File: src/rtl/int8_conv_postproc_unit.sv
// Per-pixel INT8 conv post-processing: MAC, LeakyReLU and requantize lanes, each 1-cycle latency.
// Optional build macro MAC_SATURATE_EN clamps the MAC sum instead of letting it wrap.
module int8_conv_postproc_unit #(
  parameter int unsigned SCALE_Q     = 16,
  parameter int unsigned LEAKY_SHIFT = 3
) (
  input  logic        clk,
  input  logic        rst,
  input  logic        mac_valid,
  input  logic [7:0]  mac_weight,
  input  logic [7:0]  mac_activation,
  input  logic [31:0] mac_acc_in,
  output logic [31:0] mac_acc_out,
  output logic        mac_done,
  input  logic        act_valid,
  input  logic [31:0] act_x,
  output logic [31:0] act_y,
  output logic        act_done,
  input  logic        req_valid,
  input  logic [31:0] req_acc,
  input  logic [15:0] req_scale,
  output logic [7:0]  req_out,
  output logic        req_done
);

  localparam logic [48:0] RoundConst = (SCALE_Q == 0) ? 49'd0 : (49'd1 << (SCALE_Q - 1));

  logic [31:0] mac_acc_q, act_y_q;
  logic [7:0]  req_out_q;
  logic        mac_done_q, act_done_q, req_done_q;

  // MAC lane: operands sign-extended to 16 bits so the product is exact modulo 2^16
  logic [15:0] mac_prod;
  logic [31:0] mac_sum;

  assign mac_prod = {{8{mac_weight[7]}}, mac_weight} * {{8{mac_activation[7]}}, mac_activation};

`ifdef MAC_SATURATE_EN
  logic [32:0] mac_wide;

  assign mac_wide = {mac_acc_in[31], mac_acc_in} + {{17{mac_prod[15]}}, mac_prod};

  always_comb begin
    mac_sum = mac_wide[31:0];
    if (mac_wide[32] != mac_wide[31]) begin
      mac_sum = mac_wide[32] ? 32'h8000_0000 : 32'h7fff_ffff;
    end
  end
`else
  assign mac_sum = mac_acc_in + {{16{mac_prod[15]}}, mac_prod};
`endif

  // Activation lane
  logic signed [31:0] act_shifted;
  logic [31:0]        act_next;

  assign act_shifted = $signed(act_x) >>> LEAKY_SHIFT;
  assign act_next    = act_x[31] ? act_shifted : act_x;

  // Requantize lane: full 49-bit product, two's-complement mod 2^49 is exact here
  logic [48:0]        req_prod, req_round;
  logic signed [48:0] req_shift;
  logic [7:0]         req_sat;

  assign req_prod  = {{17{req_acc[31]}}, req_acc} * {33'd0, req_scale};
  assign req_round = req_prod + RoundConst;
  assign req_shift = $signed(req_round) >>> SCALE_Q;

  always_comb begin
    req_sat = req_shift[7:0];
    if (req_shift > 49'sd127) begin
      req_sat = 8'h7f;
    end else if (req_shift < -49'sd128) begin
      req_sat = 8'h80;
    end
  end

  always_ff @(posedge clk) begin
    if (rst) begin
      mac_acc_q  <= '0;
      mac_done_q <= 1'b0;
      act_y_q    <= '0;
      act_done_q <= 1'b0;
      req_out_q  <= '0;
      req_done_q <= 1'b0;
    end else begin
      mac_done_q <= mac_valid;
      act_done_q <= act_valid;
      req_done_q <= req_valid;
      if (mac_valid) mac_acc_q <= mac_sum;
      if (act_valid) act_y_q <= act_next;
      if (req_valid) req_out_q <= req_sat;
    end
  end

  assign mac_acc_out = mac_acc_q;
  assign mac_done    = mac_done_q;
  assign act_y       = act_y_q;
  assign act_done    = act_done_q;
  assign req_out     = req_out_q;
  assign req_done    = req_done_q;

endmodule

File: config.mk
export PLATFORM = sky130hd
export DESIGN_NAME = int8_conv_postproc_unit
export DESIGN_NICKNAME = d
export VERILOG_FILES = /design/src/rtl/int8_conv_postproc_unit.sv
export SDC_FILE = /design/constraint.sdc
export NUM_CORES = 2
export LEC_CHECK = 0
export CAP_MARGIN = 20
export CORE_MARGIN = 5
export CORE_UTILIZATION = 56
export DETAILED_ROUTE_END_ITERATION = 12
export GPL_ROUTABILITY_DRIVEN = 0
export PLACE_DENSITY = 0.8
export SLEW_MARGIN = 20
export SYNTH_ARGS = -nofsm -noshare
export SYNTH_HDL_FRONTEND = slang
export SYNTH_SLANG_ARGS = --single-unit
File: constraint.sdc
create_clock -name clk -period 7.7 [get_ports clk]
set_clock_uncertainty 0.15 [all_clocks]
set_input_delay 0.77 -clock clk [delete_from_list [all_inputs] [get_ports clk]]
set_output_delay 0.77 -clock clk [all_outputs]
set_load 0.03 [all_outputs]
== Word-level counts from Yosys, hierarchy flattened ==
Index checks and enable logic that the tools add are counted.

* Add/sub/neg operators: 2
* Muxes and demuxes: 3
* Multiply operators: 2
* Magnitude comparators: 2

{| class="wikitable"
|+ Operators by type and width
! operator !! count
|-
| $add 49x16->49 const B || 1
|-
| $mul 32x17->49 || 1
|-
| $gt 33x8->1 const B || 1
|-
| $lt 33x8->1 const B || 1
|-
| $add 32x32->32 || 1
|-
| $mux 32 || 1
|-
| $mul 8x8->16 || 1
|-
| $mux 8 || 2
|}

* Input bits: 133
* Flip-flop bits (word level): 75
* Output and inout port bits: 75
* Logic and storage cells: 15

== Logic depth before layout (Yosys ltp) ==
* Word-level depth: 5
* Depth in mapped cells: 34
* Mapped depth without buffers: 33

== Worst setup path before layout ==
Ideal clock, no wire load.

* Path kind: input to register
* Start: input port mac_activation[6]
* End: register mac_acc_q[30], in the netlist mac_acc_out[30]
* Slack: 0.051 ns
* Arrival: 7.372 ns
* Stages: 30
* Path buffers: 1
* Setup time: 0.128 ns
* Required time: 7.422 ns
* Cells stage by stage: clkbuf_1 -> nand2_1 -> fa_1 -> fa_1 -> inv_1 -> fa_1 -> inv_1 -> fa_1 -> inv_1 -> ha_1 -> inv_1 -> o21bai_1 -> a21oi_1 -> o21bai_1 -> a41oi_1 -> a21oi_1 -> xnor2_1 -> ha_1 -> and3_1 -> a221o_1 -> a21o_1 -> a21oi_1 -> o31ai_1 -> a41oi_1 -> o21a_1 -> o31ai_1 -> o21ba_2 -> xor2_1 -> mux2i_1 -> nor2_1

* Longest elaborated chain between the ends: 2

{| class="wikitable"
|+ RTL lines
! element !! line !! RTL
|-
| start: declaration || 11 || <nowiki>input logic [7:0] mac_activation,</nowiki>
|-
| $mul 8x8->16 || 36 || <nowiki>assign mac_prod = {{8{mac_weight[7]}}, mac_weight} * {{8{mac_activation[7]}}, mac_activation};</nowiki>
|-
| $add 32x32->32 || 50 || <nowiki>assign mac_sum = mac_acc_in + {{16{mac_prod[15]}}, mac_prod};</nowiki>
|-
| end signal: assignment || 90 || <nowiki>if (mac_valid) mac_acc_q <= mac_sum;</nowiki>
|-
| end: declaration || 28 || <nowiki>logic [31:0] mac_acc_q, act_y_q;</nowiki>
|}

No other way between the ends.
A chain may end at the register's enable or synchronous reset.

== Final worst setup path ==
* Start: input port req_acc[25]
* End: register req_out_q[2], in the netlist req_out[2]

* Longest elaborated chain between the ends: 5
* Elaborated cells on any way between the ends: 6
* Classes of those cells: 1 x add/sub; 1 x mul; 2 x order compare; 2 x mux

{| class="wikitable"
|+ RTL lines
! element !! line !! RTL
|-
| start: declaration || 20 || <nowiki>input logic [31:0] req_acc,</nowiki>
|-
| $mul 32x17->49 (*) || 65 || <nowiki>assign req_prod = {{17{req_acc[31]}}, req_acc} * {33'd0, req_scale};</nowiki>
|-
| $add 49x16->49 (*) || 66 || <nowiki>assign req_round = req_prod + RoundConst;</nowiki>
|-
| $lt 33x8->1 || 73 || <nowiki>end else if (req_shift < -49'sd128) begin</nowiki>
|-
| $mux 8 || 73 ||
|-
| $mux 8 (*) || 71 || <nowiki>if (req_shift > 49'sd127) begin</nowiki>
|-
| end signal: assignment || 92 || <nowiki>if (req_valid) req_out_q <= req_sat;</nowiki>
|-
| end: declaration || 29 || <nowiki>logic [7:0] req_out_q;</nowiki>
|}

Mark *: on every way between the ends. The rest lies on a longest branch, timed or not.

==> results.md <==
- Outcome: finished clean
- Commonest non-fill, non-tap cells in the layout: inv_1 (706), fa_1 (541), and2_1 (361), nand2_1 (236), buf_4 (228)
- Total CTS buffers: 9
- CP max FO: 7
- Hold Path Depth: 2
- Hold-critical path endpoint: mac_acc_out[21]
- Synth unique cells: 72
- Vias in the first global route: 22.5k
- Reg2reg end: req_out[0]
- Async S/R FF share, synth: 0%
- Ys flop type: dfxtp_1
- Total Nets Final: 4,076
- EDFF count, synth: 0
- Synthesized area: between 0.02 and 0.03 mm2
- Worst path slowest cell: clkdlybuf4s50_1
- TritonCTS clock tree: built
- GRT overflow: 0
- Worst-case clock buffer depth: 2
- #FFs+latches synth: 75
- Hold WS: 0.333 ns
- Period minus WS final: 7.49 ns
- Setup ws final: 0.209 ns
- Core Region: around 0.044 mm2
- CP arrival: 7.58 ns
- # IOs: 208
- Initial antenna violation count: 1
- Largest net degree at the start of global routing: 83
- DR vias/cell: roughly 5.3
- Reg2reg start: req_out[0]
- Routed Antenna Nets: 0
- Startpoint types: input port
- Met3 Track Usage GR: 2.54%
- Met2 usage: 49.2%
- Number of port buffers: 207
- Clk root buf: clkbuf_16
- Final Max Tran Viols: 0
- Sequential area share after synthesis: 5.96%
- Max H-tree Level: 3
- Hold wc startpoint: mac_acc_out[21]
- Wirelength per Cell: 17.7 um
- Residual DRC count: 0
- First-pass DRT Iterations: 5
- Height of the chip: 222 um
- Clock Sinks: 75
- Layout cells sized above 1: 11.8%
- Worst-margin pin slew: 1.05 ns
- Later-pin clock latency in the skew report: 0.34 ns
- ANT cells: 0
- CTS Hold Buffers Added: 0
- Setup violations, final: 0
- Setup CP Type: in2reg
- DRT iter0 DRCs: 1,097
- Mapped Nets: around 3.7k
- Crit end category: flop
- Met1 Use GR: 31.4%
- Synth-to-Final Area Change: 21.4%
- Worst Path Required: 7.79 ns
- FMAX: 133 MHz
- Routed WL: 67,100 um
- Clock-pin slew on the worst setup and hold paths: 0.06 ns
- Starting Density: 56.8%
- R2R depth: 3
- Synth Warn #: 0
- Setup WS pre-CTS: -0.485 ns
- DIE AREA: slightly below 0.05 mm2
- Gr usage total: 26.9%
- Slack of the worst reg-to-reg path: 6.52 ns
- Leading cell type in the layout, fill and taps excluded: inv_1
- Avg Cell Area, Syn: 8.92 um2
- Final TNS setup: 0 ns
- Max-cap violations: 0
- DR vias: between 20k and 25k
- Period utilization: just under 100%
- Crit path largest cell delay: 0.68 ns
- Hold Path Class: reg2reg
- Most common cell on crit path: fa_1
- Die width: 222 um
- Headroom to the max-slew limit: 29.8%
- Post-Synthesis Cells: 2,824
- First-pass GRT wire length: 110,000 um
- Dpl hpwl: approximately 57,000 um
- Fin. Hold Viols: 0
- # rows: 77
- Most used routing layer: met2
- FILL cells: approximately 3.3k
==> how the worst max path moves through the flow <==
| stage | startpoint | endpoint | slack (ns) | cells after the start |
|---|---|---|---|---|
| 2_1_floorplan | mac_activation[6] | mac_acc_out[30] | 0.05 | 30 |
| 3_3_place_gp | req_scale[11] | req_out[2] | -0.27 | 25 |
| 3_5_place_dp | req_acc[6] | req_out[1] | -0.49 | 26 |
| 4_1_cts | req_scale[5] | req_out[1] | 0.004 | 27 |
| 5_1_grt | mac_activation[0] | mac_acc_out[31] | -0.09 | 33 |
| 6_report | req_acc[25] | req_out[2] | 0.21 | 26 |
==> layer usage <==
layer,up-vias,wire (um)
met5,-,7
met4,2,4070
met3,251,2680
met2,612,34900
met1,10200,25400
li1,9150,-
==> critical path: cells and delay by family <==
kind / cells / cell delay [ns]
AO/OA/AOI/OAI: 5 / 0.98
XOR/XNOR: 1 / 0.15
AND/OR/NAND/NOR: 5 / 0.81
adder cells (fa/ha/maj): 7 / 3.36
buffers and inverters: 8 / 1.51
==> state kept, by name, indices dropped and copies added, names as in the netlist <==
signal,count
act_y,32
mac_acc_out,32
req_done,1
req_out,8
act_done,1
mac_done,1
==> layout make-up <==
cell class	count	area, um2	share of cell area (%)
Timing Repair Buffer	474	4340	14.2
Clock inverter	7	92.6	0.303
Inverter	710	2670	8.71
Sequential cell	75	1500	4.91
Clock buffer	9	225	0.736
Multi-Input combinational cell	1927	21000	68.7
Tap cell	592	741	2.42
==> cell families (layout without fill, tap and decap cells) <==
| kind of cell | Yosys count | after routing | share of synthesized area [%] |
|---|---|---|---|
| adder cells (fa/ha/maj) | 746 | 746 | 53.3 |
| AO/OA/AOI/OAI | 228 | 228 | 6.45 |
| buffers and inverters | 822 | 1200 | 12.3 |
| AND/OR/NAND/NOR | 814 | 814 | 16.9 |
| XOR/XNOR | 81 | 81 | 2.85 |
| multiplexers | 58 | 58 | 2.31 |
| flip-flops | 75 | 75 | 5.96 |
==> synth_stat cells, types with 5 or more instances <==
library cell / instances / area [um2]
a211oi_1: 34 / 255
a21o_1: 30 / 225
a21oi_1: 58 / 290
a31oi_1: 5 / 31.3
and2_1: 365 / 2280
and3_1: 8 / 50.1
clkbuf_1: 106 / 398
dfxtp_1: 75 / 1500
fa_1: 544 / 10900
ha_1: 202 / 2530
inv_1: 710 / 2670
mux2i_1: 56 / 561
nand2_1: 239 / 897
nand2b_1: 15 / 93.8
nand3_1: 7 / 35.0
nand4_1: 14 / 87.6
nor2_1: 110 / 413
nor2b_1: 5 / 31.3
nor3_1: 12 / 60.1
o21a_1: 11 / 82.6
o21ai_0: 18 / 90.1
o21ai_1: 5 / 25.0
o21bai_1: 12 / 90.1
o31ai_1: 5 / 37.5
o32ai_1: 7 / 61.3
or2_2: 5 / 31.3
or3_1: 12 / 75.1
xnor2_1: 55 / 482
xor2_1: 25 / 219
==> per-stage QoR <==
stage               std cells  utilization, %  cell area (um2)
global placement         3758            66.6            29500
global route             3794            69.0            30600
CTS                      3775            67.4            29900
detailed placement       3758            66.6            29500
floorplan                2824               -            25200
finish                   3794            69.0            30600
==> what timing repair did <==
action / in CTS / in global routing
setup buffers: 1 / 13
resized for setup: 9 / 121
setup endpoints to repair: 7 / 15
pin swaps: 5 / 77
gates cloned: 0 / 6
Power is not shown: default switching activity piles up to over one toggle a cycle in this logic, so the estimate is an artifact.
